`src/rtl/sort_pkg.sv`:
```
// Shared constants and width helpers for the top-N sorter.
// Consumers: sort_cell and sort_topn (optional sum path enabled by SORT_TOPN_SUM_EN).
package sort_pkg;

  localparam int DEF_W = 12;
  localparam int DEF_N = 16;

  function automatic int clog2(input int value);
    int r;
    r = 0;
    while ((1 << r) < value) begin
      r = r + 1;
    end
    return r;
  endfunction

  function automatic int sum_width(input int w, input int n);
    return w + clog2(n);
  endfunction

  function automatic int count_width(input int n);
    return clog2(n + 1);
  endfunction

endpackage

```
`src/rtl/sort_cell.sv`:
```
// One stage of the systolic insertion array: compares the incoming sample,
// then holds, shifts in the upstream entry, or loads the sample.
import sort_pkg::*;

module sort_cell #(
  parameter int W = DEF_W
) (
  input  logic         clk,
  input  logic         rst_x,
  input  logic         clr,
  input  logic         set,
  input  logic         en,
  input  logic [W-1:0] din,
  input  logic [W-1:0] prev_val,
  input  logic         prev_vld,
  input  logic         prev_take,
  output logic         take,
  output logic [W-1:0] val,
  output logic         vld,
  output logic [W-1:0] nxt_val,
  output logic         nxt_vld
);

  logic [W-1:0] val_q, val_d;
  logic         vld_q, vld_d;

  // Strict compare keeps a new sample below any equal entries already held.
  always_comb begin
    take    = !vld_q || (din > val_q);
    nxt_val = val_q;
    nxt_vld = vld_q;
    if (en && take) begin
      if (prev_take) begin
        nxt_val = prev_val;
        nxt_vld = prev_vld;
      end else begin
        nxt_val = din;
        nxt_vld = 1'b1;
      end
    end
    val_d = nxt_val;
    vld_d = nxt_vld;
    if (clr) begin
      val_d = set ? din : '0;
      vld_d = set;
    end
  end

  always_ff @(posedge clk or negedge rst_x) begin
    if (!rst_x) begin
      val_q <= '0;
      vld_q <= 1'b0;
    end else begin
      val_q <= val_d;
      vld_q <= vld_d;
    end
  end

  assign val = val_q;
  assign vld = vld_q;

endmodule

```
`src/rtl/sort_topn.sv`:
```
// Retains the N largest samples of a frame and snapshots max/min/sum/count on FrameEnd.
// Define SORT_TOPN_SUM_EN to build the running-sum path; otherwise DataSumOut is 0.
import sort_pkg::*;

module sort_topn #(
  parameter  int W  = DEF_W,
  parameter  int N  = DEF_N,
  localparam int SW = sum_width(W, N),
  localparam int CW = count_width(N)
) (
  input  logic          clk,
  input  logic          rst_x,
  input  logic          FrameStart,
  input  logic          DataEn,
  input  logic [W-1:0]  DataIn,
  input  logic          FrameEnd,
  output logic [W-1:0]  DataMax,
  output logic [W-1:0]  DataMin,
  output logic [SW-1:0] DataSumOut,
  output logic [CW-1:0] Count,
  output logic          OutValid
);

  logic [W-1:0] val_w      [N];
  logic [W-1:0] nxt_val_w  [N];
  logic [W-1:0] prev_val_w [N];
  logic [N-1:0] vld_w, nxt_vld_w, prev_vld_w, take_w, prev_take_w;

  // A clear that also carries a sample (and is not closing a frame) seeds a fresh frame.
  logic set_first;
  assign set_first = FrameStart && DataEn && !FrameEnd;

  for (genvar i = 0; i < N; i++) begin : g_cell
    if (i == 0) begin : g_head
      assign prev_val_w[i]  = '0;
      assign prev_vld_w[i]  = 1'b0;
      assign prev_take_w[i] = 1'b0;
    end else begin : g_body
      assign prev_val_w[i]  = val_w[i-1];
      assign prev_vld_w[i]  = vld_w[i-1];
      assign prev_take_w[i] = take_w[i-1];
    end

    sort_cell #(.W(W)) u_cell (
      .clk      (clk),
      .rst_x    (rst_x),
      .clr      (FrameStart),
      .set      ((i == 0) ? set_first : 1'b0),
      .en       (DataEn),
      .din      (DataIn),
      .prev_val (prev_val_w[i]),
      .prev_vld (prev_vld_w[i]),
      .prev_take(prev_take_w[i]),
      .take     (take_w[i]),
      .val      (val_w[i]),
      .vld      (vld_w[i]),
      .nxt_val  (nxt_val_w[i]),
      .nxt_vld  (nxt_vld_w[i])
    );
  end

  logic          accept;
  logic [W-1:0]  max_nxt, min_nxt;
  logic [CW-1:0] cnt_q, cnt_d, cnt_nxt;
  logic [SW-1:0] sum_nxt;

  // The last cell taking the sample means it is retained rather than dropped.
  assign accept = DataEn && take_w[N-1];

  always_comb begin
    max_nxt = nxt_vld_w[0] ? nxt_val_w[0] : '0;
    min_nxt = '0;
    for (int k = 0; k < N; k++) begin
      if (nxt_vld_w[k]) begin
        min_nxt = nxt_val_w[k];
      end
    end
  end

  always_comb begin
    cnt_nxt = cnt_q;
    if (accept && !vld_w[N-1]) begin
      cnt_nxt = cnt_q + CW'(1);
    end
    cnt_d = cnt_nxt;
    if (FrameStart) begin
      cnt_d = set_first ? CW'(1) : '0;
    end
  end

  always_ff @(posedge clk or negedge rst_x) begin
    if (!rst_x) begin
      cnt_q <= '0;
    end else begin
      cnt_q <= cnt_d;
    end
  end

`ifdef SORT_TOPN_SUM_EN
  logic [SW-1:0] sum_q, sum_d, evict;

  // Eviction only subtracts when the array was full before this sample.
  always_comb begin
    evict   = vld_w[N-1] ? SW'(val_w[N-1]) : '0;
    sum_nxt = sum_q;
    if (accept) begin
      sum_nxt = sum_q + SW'(DataIn) - evict;
    end
    sum_d = sum_nxt;
    if (FrameStart) begin
      sum_d = set_first ? SW'(DataIn) : '0;
    end
  end

  always_ff @(posedge clk or negedge rst_x) begin
    if (!rst_x) begin
      sum_q <= '0;
    end else begin
      sum_q <= sum_d;
    end
  end
`else
  assign sum_nxt = '0;
`endif

  logic [W-1:0]  data_max_q, data_max_d, data_min_q, data_min_d;
  logic [SW-1:0] data_sum_q, data_sum_d;
  logic [CW-1:0] count_q, count_d;
  logic          out_valid_q, out_valid_d;

  // Snapshot the post-insertion, pre-clear view so a closing sample is counted.
  always_comb begin
    data_max_d  = data_max_q;
    data_min_d  = data_min_q;
    data_sum_d  = data_sum_q;
    count_d     = count_q;
    out_valid_d = FrameEnd;
    if (FrameEnd) begin
      data_max_d = max_nxt;
      data_min_d = min_nxt;
      data_sum_d = sum_nxt;
      count_d    = cnt_nxt;
    end
  end

  always_ff @(posedge clk or negedge rst_x) begin
    if (!rst_x) begin
      data_max_q  <= '0;
      data_min_q  <= '0;
      data_sum_q  <= '0;
      count_q     <= '0;
      out_valid_q <= 1'b0;
    end else begin
      data_max_q  <= data_max_d;
      data_min_q  <= data_min_d;
      data_sum_q  <= data_sum_d;
      count_q     <= count_d;
      out_valid_q <= out_valid_d;
    end
  end

  assign DataMax    = data_max_q;
  assign DataMin    = data_min_q;
  assign DataSumOut = data_sum_q;
  assign Count      = count_q;
  assign OutValid   = out_valid_q;

endmodule

```
`config.mk`:
```
export PLATFORM = sky130hd
export DESIGN_NAME = sort_topn
export DESIGN_NICKNAME = d
export VERILOG_FILES = /design/src/rtl/sort_pkg.sv /design/src/rtl/sort_cell.sv /design/src/rtl/sort_topn.sv
export SDC_FILE = /design/constraint.sdc
export NUM_CORES = 1
export LEC_CHECK = 0
export ABC_AREA = 0
export CAP_MARGIN = 20
export CORE_MARGIN = 5
export CORE_UTILIZATION = 40
export DETAILED_ROUTE_END_ITERATION = 6
export PLACE_DENSITY = 0.59
export SLEW_MARGIN = 10
export SYNTH_ARGS = -nofsm -noshare
export SYNTH_HDL_FRONTEND = slang
export SYNTH_HIERARCHICAL = 1
export SYNTH_SLANG_ARGS = --single-unit
```
`constraint.sdc`:
```
create_clock -name clk -period 5.1 [get_ports clk]
set_input_delay 1.02 -clock clk [delete_from_list [all_inputs] [get_ports clk]]
set_output_delay 1.02 -clock clk [all_outputs]
set_load 0.01 [all_outputs]
```
==> impl_results.md <==
- Root buffer cell: clkbuf_16
- Hold buffer count at cts: 0
- Crit path max fanout: 19
- DRC viols: 0
- IO buf count: 46
- P_int: between 4 and 5 mW
- Post-Syn Instances: 2160
- Worst path bufs/invs: 4
- Ys async rst share: 100.0%
- Resize count post-CTS: 0
- CP arrival: 4.74 ns
- CP Launch Type: input port
- Leakage: 11.42 nW
- Tot GR Track Use: 24.03%
- Syn. warnings: 6
- Via density per instance: between 5 and 6
- Combinational Power Share: 39.4%
- CTS H-tree lvls: 1
- First-pass GRT wire length: 108.3 mm
- Synthesized area: between 20000 and 25000 um^2
- Worst setup EP type: flip-flop
- Relative slew slack: 41.50%
- Min Tclk post-route: about 4.2 ns
- Initial antenna violation count: 2
- GP Congestion: between 0.9 and 1
- Delay-heaviest family, CP: compound AO/OA/AOI/OAI gates
- Main combinational cell family by area after synthesis: compound AO/OA/AOI/OAI gates
- Final hold violation count: 0
- Synth Area in Simple Gates: about 8.5%
- Max Slew Vio Count: 0
- Seq cells post-synth: 243
- Setup TNS: 0 ns
- Synth Area in Compound Gates: 22.66%
- Final Routed Wirelength: 70.66 mm
- Row cnt: 83
- Fin nets: ~2500
- Die height: 238.4 um
- Starting Density: 40.51%
- Unrepaired setup endpoints after global routing: no
- Via count: around 18000
- Peak VDD IR: 0.1961 mV
- Worst Skew: about 0.015 ns
- Die ar.: 56840 um^2
- Number of I/O pins: 63
- Post-Synth XOR/XNOR Area: 0.1679%
- ANT nets after route: 0
- HP Class: input port to async pin
- Post-synth top flop: dfrtp_1
- Pwr Density: around 330 nW/um^2
- TritonCTS clock tree: done
- Post-CTS setup buffers: 0
- Ratio of cells with drive above 1 in the final layout: between 10% and 20%
- Synth Area in Adders: 11.57%
- Setup-failing EPs final: 0
- Req. time, crit path: 5.61 ns
- Switching power: approximately 2.9 mW
- WS Path Type: input port to flip-flop
- Sw Ratio: 38.37%
- Clk_lat worst skew: between 0.5 and 0.6 ns
- Sequential power share: between 30% and 40%
- Core area: 51510 um^2
- Tightest Pin Transition: 0.8747 ns
- Clock sinks: 243
- Unique masters post-synth: 63
- Synth-to-layout area growth: 10.44%
- Max-Cap Viols: 0
- Largest net degree at the start of global routing: 91
- Vias in the first global route: between 15000 and 20000
- Die width: between 200 and 250 um
- Fmax: 0.2366 GHz
- Clock power share: 29.2%
- CTS clk-pin slew, worst paths: 0.06 ns
- Clock buffer count from CTS: 30
- CTS Buffer Depth: 3
- Worst stage delay on the critical path: 0.49 ns
- Finished Core Util: 44.75%
- Period utilization: 82.88%
- Placed insts: roughly 2900
- Dpl hpwl: ~54 mm
- Fill count: approximately 5000
- Post-Layout Cell Count: 2947
- Total global routing overflow: 0
- Status: finished, final reports clean
- Critical path's most frequent cell: buf_4
- Crit-path slowest cell: or3_1
- Seq/Total Area, Yosys: about 29%
- Initial DRC count: 1596
- Mux cell area share after synthesis: roughly 18%
- WL/cell: 23.98 um
- Post-synth EDFFs: 0
- TritonRoute pass-1 iters: 7
- Syn_area_per_cell: 9.661 um^2
- CP Cell Sequence: buf_2, buf_4, ha_1, nand4_1, a211oi_2, nor3_1, o21ai_1, buf_4, a31oi_1, buf_4, or3_1, nor3_4, o211ai_1, o2111ai_1, a31o_1
## stage by stage
stage	power [mW]	instance area, um^2	setup WS (ns)	hold WS [ns]
global route	8.058	23050	0.6754	0.5181
finish	7.665	23050	0.8731	0.4639
global placement	5.357	22020	0.3707	0.5197
detailed placement	5.389	22020	0.3367	0.5158
CTS	7.651	23040	0.9362	0.4947
floorplan	4.396	21030	1.209	0.4982
## placed cells by master (no fill, tap or decap), drive strengths merged, types with 16 or more instances in the layout
cell	count
mux2	16
nor3	21
buf	104
conb	45
inv	276
and2	16
a21oi	121
nor2	36
a21boi	16
ha	193
a21o	25
a31oi	39
a22oi	21
nand2b	20
nand4	53
clkbuf	46
o21ai	84
nor2b	27
nand2	96
a22o	192
dfrtp	243
o211ai	23
clkdlybuf4s50	31
nand3	31
mux2i	353
## metal layers
layer / vias to the layer above / GRT usage [%] / routed length (um)
met4: 2 / 7.287 / 2274
met2: 578 / 40.38 / 33580
met3: 125 / 3.202 / 3898
met5: - / 0 / 13
li1: 8101 / - / -
met1: 8784 / 32.38 / 30900
## area by class of cell
class                           instances  area [um^2]  area share (%)
Multi-Input combinational cell       1557        12870           55.82
Tap cell                              680        850.8           3.691
Antenna cell                            1        2.502         0.01086
Clock buffer                           45        918.4           3.985
Timing Repair Buffer                  136         1196           5.190
Clock inverter                          9        97.59          0.4234
Inverter                              276         1036           4.495
Sequential cell                       243         6081           26.38
## power groups by stage
stage	sequential, mW	combinational, mW	clock, mW
finish	2.41	3.02	2.24
global route	2.43	3.28	2.35
CTS	2.40	2.98	2.28
detailed placement	2.43	2.96	0
global placement	2.43	2.93	0
floorplan	2.35	2.04	0
## final timing paths
path	from	end	slack (ns)	cells past startpoint
min in group clk	DataMax[11]	DataMax[11]	0.52	2
worst max register to register	g_cell[0].u_cell/val[1]	DataMin[8]	1.39	13
worst min-delay path	rst_x	g_cell[11].u_cell/val[2]	0.46	1
max in group asynchronous	rst_x	g_cell[2].u_cell/val[1]	3.57	2
worst max-delay path	DataIn[9]	DataMin[10]	0.87	15
worst min register to register	DataMax[11]	DataMax[11]	0.52	2
## sequential cells by signal, summed over array words and instances (netlist names)
register / flops
DataMax: 12
g_cell.u_cell/vld: 16
OutValid: 1
g_cell.u_cell/val: 192
cnt_q: 5
Count: 5
DataMin: 12
## synth_stat cells (5+ instances only)
master	count	area share, %
nor4b_1	6	0.25
a2111oi_0	10	0.42
a31oi_4	13	1.3
nand4_1	53	1.6
nand2_1	96	1.7
o211ai_1	20	0.72
dfrtp_1	243	29
a21boi_1	13	0.47
mux2_2	16	0.86
a21oi_1	121	2.9
a31oi_1	26	0.78
ha_1	193	12
buf_6	8	0.43
mux2i_1	353	17
nor3_1	19	0.46
clkbuf_1	39	0.70
nor2_1	36	0.65
nand3_1	31	0.74
clkbuf_4	13	0.47
nor3b_1	8	0.29
nand2b_1	20	0.60
buf_2	9	0.22
a311oi_1	5	0.21
nor2b_1	24	0.72
a32oi_1	6	0.25
o221ai_1	11	0.46
o21ai_0	78	1.9
a22oi_1	21	0.76
a211o_1	13	0.55
a22o_1	192	8.1
inv_1	276	5.0
nand3b_1	8	0.29
a21bo_2	13	0.62
o22ai_1	11	0.33
buf_4	17	0.61
buf_8	13	0.94
o21ai_1	6	0.14
and2_2	13	0.47
clkbuf_8	26	1.7
a221o_1	12	0.58
and3b_1	5	0.21
a21o_1	25	0.90
## cells by family (layout without fill, tap and decap cells)
group | count (synthesis) | after routing
mux | 369 | 369
xor+xnor | 4 | 4
buf+inv | 404 | 466
compound gates | 616 | 616
other cells | 1 | 46
flops | 243 | 243
fa+ha+maj | 193 | 193
simple gates | 330 | 330
## worst register-to-register path, stage by stage, from the launching register on
cell and delay (ns):
dfrtp_1 0.36, inv_1 0.06, ha_1 0.29, nor2b_1 0.13
o211ai_1 0.09, a211o_1 0.31, a31oi_1 0.16, nand2b_1 0.41
a31oi_1 0.22, buf_4 0.24, a2111oi_0 0.57, o21ai_0 0.31
a311oi_1 0.33, o21ai_1 0.09
Power figures use the tool's default switching activity.
